**src/rtl/qid_measfb_queue_if.sv**
```systemverilog
// Handshake bundle between the measurement return path, the QID decoder and the
// measurement-feedback queue.
interface qid_measfb_queue_if #(
  parameter int PTR_BW = 2
);
  logic              fb_valid;
  logic [1:0]        fb_xorz;
  logic              fb_ready;
  logic              flush;
  logic              a_taken;
  logic [1:0]        measfb_xorz;
  logic [PTR_BW:0]   fb_count;
  logic              empty;
  logic              full;
  logic [2:0]        err;

  modport slave (
    input  fb_valid, fb_xorz, flush, a_taken,
    output fb_ready, measfb_xorz, fb_count, empty, full, err
  );

  modport master (
    output fb_valid, fb_xorz, flush, a_taken,
    input  fb_ready, measfb_xorz, fb_count, empty, full, err
  );
endinterface

```
**src/rtl/qid_measfb_queue.sv**
```systemverilog
// In-order queue of X/Z basis results feeding the QID decoder; the head entry is
// retired when the decoder resolves a feedback-dependent measurement.
module qid_measfb_queue #(
  parameter int DEPTH  = 4,
  parameter int PTR_BW = 2
) (
  input  logic               clk,
  input  logic               rst,
  qid_measfb_queue_if.slave  bus
);
  localparam logic [1:0]      PP_I     = 2'b00;
  localparam logic [1:0]      PP_X     = 2'b01;
  localparam logic [1:0]      PP_Z     = 2'b10;
  localparam logic [PTR_BW:0] CNT_FULL = (PTR_BW + 1)'(DEPTH);

  logic [1:0]        r_mem [DEPTH];
  logic [PTR_BW-1:0] r_wr_ptr;
  logic [PTR_BW-1:0] r_rd_ptr;
  logic [PTR_BW:0]   r_count;
  logic [2:0]        r_err;

  logic w_legal;
  logic w_full;
  logic w_empty;
  logic w_push;
  logic w_pop;

  assign w_legal = (bus.fb_xorz == PP_X) || (bus.fb_xorz == PP_Z);
  assign w_full  = (r_count == CNT_FULL);
  assign w_empty = (r_count == '0);

  // Accept/retire decisions use occupancy from the start of the cycle, so a
  // same-cycle pop never frees space for a push into a full queue.
  assign w_push = bus.fb_valid && w_legal && !w_full && !bus.flush;
  assign w_pop  = bus.a_taken && !w_empty && !bus.flush;

  always_ff @(posedge clk) begin
    if (w_push) begin
      r_mem[r_wr_ptr] <= bus.fb_xorz;
    end
  end

  always_ff @(posedge clk or posedge rst) begin
    if (rst) begin
      r_wr_ptr <= '0;
      r_rd_ptr <= '0;
      r_count  <= '0;
    end else if (bus.flush) begin
      r_wr_ptr <= '0;
      r_rd_ptr <= '0;
      r_count  <= '0;
    end else begin
      if (w_push) begin
        r_wr_ptr <= r_wr_ptr + PTR_BW'(1);
      end
      if (w_pop) begin
        r_rd_ptr <= r_rd_ptr + PTR_BW'(1);
      end
      case ({w_push, w_pop})
        2'b10:   r_count <= r_count + (PTR_BW + 1)'(1);
        2'b01:   r_count <= r_count - (PTR_BW + 1)'(1);
        default: r_count <= r_count;
      endcase
    end
  end

  // Error flags are sticky until reset and reflect the request, independent of flush.
  always_ff @(posedge clk or posedge rst) begin
    if (rst) begin
      r_err <= 3'b000;
    end else begin
      if (bus.fb_valid && w_legal && w_full) begin
        r_err[0] <= 1'b1;
      end
      if (bus.a_taken && w_empty) begin
        r_err[1] <= 1'b1;
      end
      if (bus.fb_valid && !w_legal) begin
        r_err[2] <= 1'b1;
      end
    end
  end

  assign bus.fb_count    = r_count;
  assign bus.empty       = w_empty;
  assign bus.full        = w_full;
  assign bus.fb_ready    = !w_full;
  assign bus.err         = r_err;
  assign bus.measfb_xorz = w_empty ? PP_I : r_mem[r_rd_ptr];
endmodule
```
**src/flat_wrapper.sv**
```systemverilog
// flat-port wrapper written by rule: the top's interface ports become plain ports
module qid_measfb_queue_flat 
#(
  parameter int DEPTH  = 4,
  parameter int PTR_BW = 2
)
  (clk, rst, bus_fb_valid, bus_fb_xorz, bus_flush, bus_a_taken, bus_fb_ready, bus_measfb_xorz, bus_fb_count, bus_empty, bus_full, bus_err);
  qid_measfb_queue_if #(.PTR_BW(PTR_BW)) bus_i ();
  input  logic clk;
  input  logic rst;
  input wire logic [$bits(bus_i.fb_valid)-1:0] bus_fb_valid;
  input wire logic [$bits(bus_i.fb_xorz)-1:0] bus_fb_xorz;
  input wire logic [$bits(bus_i.flush)-1:0] bus_flush;
  input wire logic [$bits(bus_i.a_taken)-1:0] bus_a_taken;
  output wire logic [$bits(bus_i.fb_ready)-1:0] bus_fb_ready;
  output wire logic [$bits(bus_i.measfb_xorz)-1:0] bus_measfb_xorz;
  output wire logic [$bits(bus_i.fb_count)-1:0] bus_fb_count;
  output wire logic [$bits(bus_i.empty)-1:0] bus_empty;
  output wire logic [$bits(bus_i.full)-1:0] bus_full;
  output wire logic [$bits(bus_i.err)-1:0] bus_err;
  assign bus_i.fb_valid = bus_fb_valid;
  assign bus_i.fb_xorz = bus_fb_xorz;
  assign bus_i.flush = bus_flush;
  assign bus_i.a_taken = bus_a_taken;
  assign bus_fb_ready = bus_i.fb_ready;
  assign bus_measfb_xorz = bus_i.measfb_xorz;
  assign bus_fb_count = bus_i.fb_count;
  assign bus_empty = bus_i.empty;
  assign bus_full = bus_i.full;
  assign bus_err = bus_i.err;
  qid_measfb_queue #(.DEPTH(DEPTH), .PTR_BW(PTR_BW)) u_core (.clk(clk), .rst(rst), .bus(bus_i));
endmodule
```
**config.mk**
```make
export PLATFORM = sky130hd
export DESIGN_NAME = qid_measfb_queue_flat
export DESIGN_NICKNAME = d
export VERILOG_FILES = /design/src/rtl/qid_measfb_queue_if.sv /design/src/rtl/qid_measfb_queue.sv /design/src/flat_wrapper.sv
export SDC_FILE = /design/constraint.sdc
export NUM_CORES = 1
export LEC_CHECK = 0
export ABC_AREA = 1
export CELL_PAD_IN_SITES_DETAIL_PLACEMENT = 2
export CELL_PAD_IN_SITES_GLOBAL_PLACEMENT = 2
export CORE_ASPECT_RATIO = 1.2
export CORE_MARGIN = 2
export CORE_UTILIZATION = 32
export CTS_BUF_LIST = sky130_fd_sc_hd__clkbuf_4
export DETAILED_ROUTE_END_ITERATION = 10
export PLACE_DENSITY = 0.78
export SLEW_MARGIN = 25
export SYNTH_ARGS = -nofsm -noshare
export SYNTH_HDL_FRONTEND = slang
export SYNTH_SLANG_ARGS = --single-unit
```
**constraint.sdc**
```tcl
create_clock -name clk -period 2.3 [get_ports clk]
set_clock_uncertainty 0.2 [all_clocks]
set_input_delay 0.345 -clock clk [delete_from_list [all_inputs] [get_ports clk]]
set_output_delay 0.345 -clock clk [all_outputs]
set_load 0.01 [all_outputs]
```
==> flow_metrics.tcl, run 1 <==
set metrics [dict create \
    slew_violations 0 \
    rsz0062_at_grt "false" \
    synth_area_per_cell_um2 9.36 \
    synthesis.area_um2 973 \
    gp_weighted_congestion 0.733 \
    io_buffer_count 17 \
    critPathMaxFanout 4 \
    fmax_mhz 456 \
    synth.lib_cells_used.distinct 23 \
    post-route-util 0.471 \
    worst_setup_hold_path_clk_slew_ns 0.12 \
    synthSimpleGateAreaFrac 0.252 \
    max_cap_viol_count 0 \
    post_synth_mux_area_share 0 \
    yosysWarningCount 0 \
    placeableCoreArea_mm2 0.00284 \
    powerDensity_mw_per_mm2 971 \
    post_synth_xor_area_fraction 0.00900 \
    tightestPinTransition_ns 0.476 \
    timing.critical_path.required_ns 1.75 \
    ios 18 \
    leakagePower_nw 0.625 \
    core.rowCount 21 \
    max-vdd-ir-drop_mv 0.498 \
    place_hpwl_um 2150 \
    power_mw 1.30 \
    tns_ns 0 \
    fp.dieArea_mm2 0.00350 \
    synth_adder_area_share 0.0720 \
    critical_path_class "reg -> out" \
    setup_viol_count_final 0 \
    synth_seq_cells 18 \
    start_util 0.343 \
    main_combinational_cell_family_by_area_after_synthesis "simple AND/OR/NAND/NOR gates" \
    detail_route.first_pass.iterations 2 \
    syn-instance-count 104 \
    dr.first_iter.drc_count 7 \
    ctsHtreeMaxLevel 1 \
    critical-path-top-delay-family "buffers and inverters" \
    postCtsHoldBufs 0 \
    min_path_type "in -> async" \
    pin_count_of_the_biggest_net_entering_global_routing 11 \
    sort_of_element_at_the_start_of_the_critical_path "register" \
    mappedNetlistNets 116 \
    layout-area-overhead-vs-synth_pct 37.3 \
    routed_wirelength_um 3090 \
    dp_cells 165 \
    cp.arrival_ns 1.65 \
    grt_pass1_wl_um 4950 \
    cp_cell_sequence "nor2_4 -> nand2_4 -> inv_2 -> clkdlybuf4s50_1" \
    fp.dieH_um 64.4 \
    finalNonFillerCells 173 \
    worst-path-buf-inv 2 \
    post-route-period-util 0.954 \
    antennaDiodeCount 0 \
    max_slew_margin 0.682 \
    clk_root_buffer_cell "sky130_fd_sc_hd__clkbuf_4" \
    wire_per_inst_um 17.8 \
    cp_slowest_cell "sky130_fd_sc_hd__clkdlybuf4s50_1" \
    globalRouteOverflowTotal 0 \
    antenna_left 0 \
    drive_gt1_frac 0.288 \
    antenna_found_initial 0 \
    outcome "complete, no violations" \
    drc 0 \
    highest_cell_delay_on_the_worst_timing_path_ns 0.53 \
    number_of_global_route_vias_before_repair 986 \
    finalHoldViolCount 0 \
    clock_tree_from_tritoncts "built" \
    rrSetupSlack_ns 0.13 \
    clockBufferDepth 2 \
    worst_r2r_startpoint "u_core.bus.fb_count[0]" \
    worst_skew_pair.late_latency_ns 0.29 \
    grt_use_total 0.201 \
    cp-end-kind "output pin" \
    num-nets-final 152 \
    chipWidth_um 54.4 \
    via_count 841 \
    synth_compound_gate_area_share 0.0874 \
    numClockSinks 18 \
    finalWorstPathRequiredPeriod_ns 2.19 \
    via_per_inst 4.86 \
    num-fill-cells 322 \
    cts_made_buffers 3 \
    synth.yosys.seq_area_share 0.504 \
    critical_path_start "u_core.bus.fb_count[0]" \
]
metrics by stage:
stage	hold slack [ns]	area, µm²	setup WS (ns)
2_1_floorplan	-0.0148	973	0.244
3_3_place_gp	0.256	1260	-0.0724
3_5_place_dp	0.260	1260	-0.150
4_1_cts	0.159	1300	0.0146
5_1_grt	0.165	1340	0.0277
6_report	0.149	1340	0.106
cell usage in the layout (no fill, tap or decap), types with 4 or more instances in the layout:
cell type and n:
sky130_fd_sc_hd__dfrtp_2 4, sky130_fd_sc_hd__nand2_1 19, sky130_fd_sc_hd__a21oi_1 4, sky130_fd_sc_hd__inv_1 15, sky130_fd_sc_hd__buf_4 14, sky130_fd_sc_hd__edfxtp_1 8, sky130_fd_sc_hd__clkdlybuf4s50_1 14, sky130_fd_sc_hd__dfrtp_1 6
sky130_fd_sc_hd__o21ai_0 7, sky130_fd_sc_hd__ha_1 4, sky130_fd_sc_hd__nor2_1 12
layout make-up:
class                           count  area, µm²  share of cell area
Clock buffer                        3       22.5              0.0169
Clock inverter                      1       3.75             0.00281
Inverter                           19       73.8              0.0552
Multi-Input combinational cell     67        419               0.314
Sequential cell                    18        495               0.371
Tap cell                           34       42.5              0.0318
Timing Repair Buffer               31        279               0.209
sequential cells by signal, indices dropped and copies added (netlist names):
register and cells:
u_core.r_wr_ptr 2, u_core.bus.fb_count 3, u_core.r_mem 8, u_core.bus.err 3
u_core.r_rd_ptr 2
power breakdown:
part | total, mW | internal [mW] | switching [mW]
clock network | 0.167 | 0.0630 | 0.104
logic | 0.671 | 0.314 | 0.357
registers | 0.460 | 0.389 | 0.0710
path summary, 6_finish.rpt:
path,cells past startpoint,endpoint
min in group clk,1,u_core.bus.err[2]
min reg2reg,1,u_core.bus.err[2]
max,4,bus_full
max reg2reg,13,u_core.bus.fb_count[2]
min,2,u_core.r_rd_ptr[1]
max in group asynchronous,2,u_core.r_rd_ptr[0]
cell families after synthesis:
family | Yosys count
DFF | 18
adders and majority gates | 5
xor gates and xnor gates | 1
buffers and inverters | 19
and+or+nand+nor | 46
AOI/OAI and AO/OA | 15
Yosys cell counts:
cell type | instances | area (µm²)
sky130_fd_sc_hd__o21bai_1 | 1 | 7.51
sky130_fd_sc_hd__nor2_4 | 1 | 11.3
sky130_fd_sc_hd__fa_1 | 1 | 20.0
sky130_fd_sc_hd__nand2_4 | 3 | 33.8
sky130_fd_sc_hd__inv_4 | 1 | 6.26
sky130_fd_sc_hd__xnor2_1 | 1 | 8.76
sky130_fd_sc_hd__nand2_1 | 19 | 71.3
sky130_fd_sc_hd__inv_1 | 15 | 56.3
sky130_fd_sc_hd__nand3_1 | 3 | 15.0
sky130_fd_sc_hd__o21ai_0 | 7 | 35.0
sky130_fd_sc_hd__nand2_2 | 1 | 6.26
sky130_fd_sc_hd__edfxtp_1 | 8 | 240
sky130_fd_sc_hd__dfrtp_1 | 10 | 250
sky130_fd_sc_hd__nand3_2 | 2 | 20.0
sky130_fd_sc_hd__nand3_4 | 1 | 17.5
sky130_fd_sc_hd__ha_1 | 4 | 50.1
sky130_fd_sc_hd__inv_2 | 3 | 11.3
sky130_fd_sc_hd__nor2_1 | 12 | 45.0
sky130_fd_sc_hd__o21ai_1 | 1 | 5.00
sky130_fd_sc_hd__a31o_2 | 2 | 17.5
sky130_fd_sc_hd__nand4_1 | 1 | 6.26
sky130_fd_sc_hd__a21oi_1 | 4 | 20.0
sky130_fd_sc_hd__nor2_2 | 3 | 18.8
per-layer routing:
metal,track usage,vias up,routed length [µm],part of all wire
met5,0,-,0,0
met4,0.100,0,108,0.035
met3,0.0346,8,62,0.020
met2,0.340,14,1700,0.55
met1,0.236,420,1210,0.39
li1,-,399,-,-
repair_timing:
action,CTS,global route
setup buffers,1,3
endpoints found under the setup margin,3,3
pin swaps,0,1
gates resized for setup,5,4
(Power assumes the default switching activity.)
==> run 2, diff against run 1 <==
Settings changed: PLACE_DENSITY 0.78 to 0.82.
==> flow_metrics.tcl, run 2 (synthesis results as in run 1) <==
set metrics [dict create \
    outcome "complete, no violations" \
    ios 18 \
    worst_skew_pair.late_latency_ns 0.30 \
    max_slew_margin 0.714 \
    clockBufferDepth 2 \
    drive_gt1_frac 0.270 \
    largest_reg_flops 8 \
    globalRouteOverflowTotal 0 \
    clock_tree_from_tritoncts "built" \
    place_hpwl_um 2070 \
    critical_path_class "reg -> out" \
    max_cap_viol_count 0 \
    postCtsHoldBufs 0 \
    tightestPinTransition_ns 0.429 \
    worst_setup_hold_path_clk_slew_ns 0.10 \
    fp.dieArea_mm2 0.00350 \
    gp_weighted_congestion 0.773 \
    powerDensity_mw_per_mm2 969 \
    critPathMaxFanout 4 \
    hold_slack_ns 0.124 \
    pin_count_of_the_biggest_net_entering_global_routing 11 \
    clk_root_buffer_cell "sky130_fd_sc_hd__clkbuf_4" \
    final_common_cell "sky130_fd_sc_hd__nand2_1" \
    routed_wirelength_um 2710 \
    cts_made_buffers 3 \
    placedInstanceArea_mm2 0.00125 \
    timing.rr.end "u_core.bus.fb_count[2]" \
    detail_route.first_pass.iterations 2 \
    registers.top_by_ff_count "u_core.r_mem" \
    max-vdd-ir-drop_mv 0.600 \
    post-route-period-util 0.959 \
    sort_of_element_at_the_start_of_the_critical_path "register" \
    finalHoldViolCount 0 \
    fmax_mhz 454 \
    fin_area_mm2 0.00131 \
    dr.first_iter.drc_count 11 \
    leakagePower_nw 0.596 \
    layout-area-overhead-vs-synth_pct 34.8 \
    io_buffer_count 17 \
    cp-end-kind "output pin" \
    worst_slack_ns 0.0950 \
    num-nets-final 150 \
    timing.critical_path.required_ns 1.75 \
    slew_violations 0 \
    via_count 812 \
    setup_viol_count_final 0 \
    numClockSinks 18 \
    chipWidth_um 54.4 \
    core.rowCount 21 \
    drc 0 \
    placeableCoreArea_mm2 0.00284 \
    fp.dieH_um 64.4 \
    start_util 0.343 \
    power_mw 1.27 \
    most-common-layout-cells "19 x sky130_fd_sc_hd__nand2_1, 15 x sky130_fd_sc_hd__inv_1, 15 x sky130_fd_sc_hd__clkdlybuf4s50_1" \
    antenna_left 0 \
    number_of_global_route_vias_before_repair 906 \
    antenna_found_initial 0 \
    antennaDiodeCount 0 \
    grt_use_total 0.169 \
    cp.arrival_ns 1.66 \
    finalWorstPathRequiredPeriod_ns 2.21 \
    rr_worst_depth 13 \
    grt_pass1_wl_um 4290 \
    min_path_type "in -> async" \
    ctsHtreeMaxLevel 1 \
    via_per_inst 4.75 \
    num-fill-cells 319 \
    detailedPlace.worstSlack_ns -0.158 \
    wire_per_inst_um 15.8 \
    rrSetupSlack_ns 0.13 \
    worst_r2r_startpoint "u_core.bus.fb_count[1]" \
]
[run 2: per-stage QoR]
| step | utilization | TNS [ns] | instances |
|---|---|---|---|
| after floorplan | - | 0 | 104 |
| after global placement | 0.442 | -0.0487 | 164 |
| after detailed placement | 0.442 | -0.158 | 164 |
| after CTS | 0.452 | 0 | 168 |
| after global routing | 0.463 | -0.0417 | 171 |
| final | 0.463 | 0 | 171 |
[run 2: layout make-up]
cell class / count / area (µm²) / share of cell area
Sequential cell: 18 / 495 / 0.378
Multi-Input combinational cell: 67 / 417 / 0.317
Timing Repair Buffer: 29 / 258 / 0.196
Inverter: 19 / 73.8 / 0.0562
Tap cell: 34 / 42.5 / 0.0324
Clock buffer: 3 / 22.5 / 0.0172
Clock inverter: 1 / 3.75 / 0.00286
[run 2: per-layer routing]
layer,share of wire,vias to the layer above,global-route usage
met2,0.54,12,0.297
met1,0.42,403,0.202
met5,0,-,0
li1,-,392,-
met4,0.023,0,0.0750
met3,0.016,5,0.0138
[run 2: power by group]
part	total [mW]	leakage, nW	switching [mW]	internal [mW]
Sequential	0.459	0.188	0.0705	0.389
Clock	0.165	0.0154	0.101	0.0634
Combinational	0.647	0.392	0.338	0.309
[run 2: worst max path at each step]
stage | start | endpoint | slack (ns) | cells after the start
2_1_floorplan | u_core.bus.fb_count[1] | u_core.bus.fb_count[2] | 0.24 | 13
3_3_place_gp | bus_fb_xorz[1] | u_core.bus.fb_count[2] | -0.05 | 14
3_5_place_dp | bus_fb_xorz[1] | u_core.bus.fb_count[2] | -0.16 | 14
4_1_cts | u_core.bus.fb_count[1] | bus_empty | 0.04 | 4
5_1_grt | u_core.bus.fb_count[1] | u_core.bus.fb_count[2] | -0.04 | 13
6_report | u_core.bus.fb_count[1] | bus_empty | 0.09 | 4
[run 2: worst max-delay path, cell delays in order (launching register included)]
cell,delay [ns]
sky130_fd_sc_hd__dfrtp_2,0.47
sky130_fd_sc_hd__nor2_4,0.15
sky130_fd_sc_hd__nand2_2,0.10
sky130_fd_sc_hd__inv_1,0.10
sky130_fd_sc_hd__clkdlybuf4s50_1,0.54
[run 2: what timing repair did]
action                                  CTS  global route
gates resized for setup                   6             1
pin swaps                                 0             1
setup buffers                             0             3
cloned                                    0             0
endpoints found under the setup margin    2             2
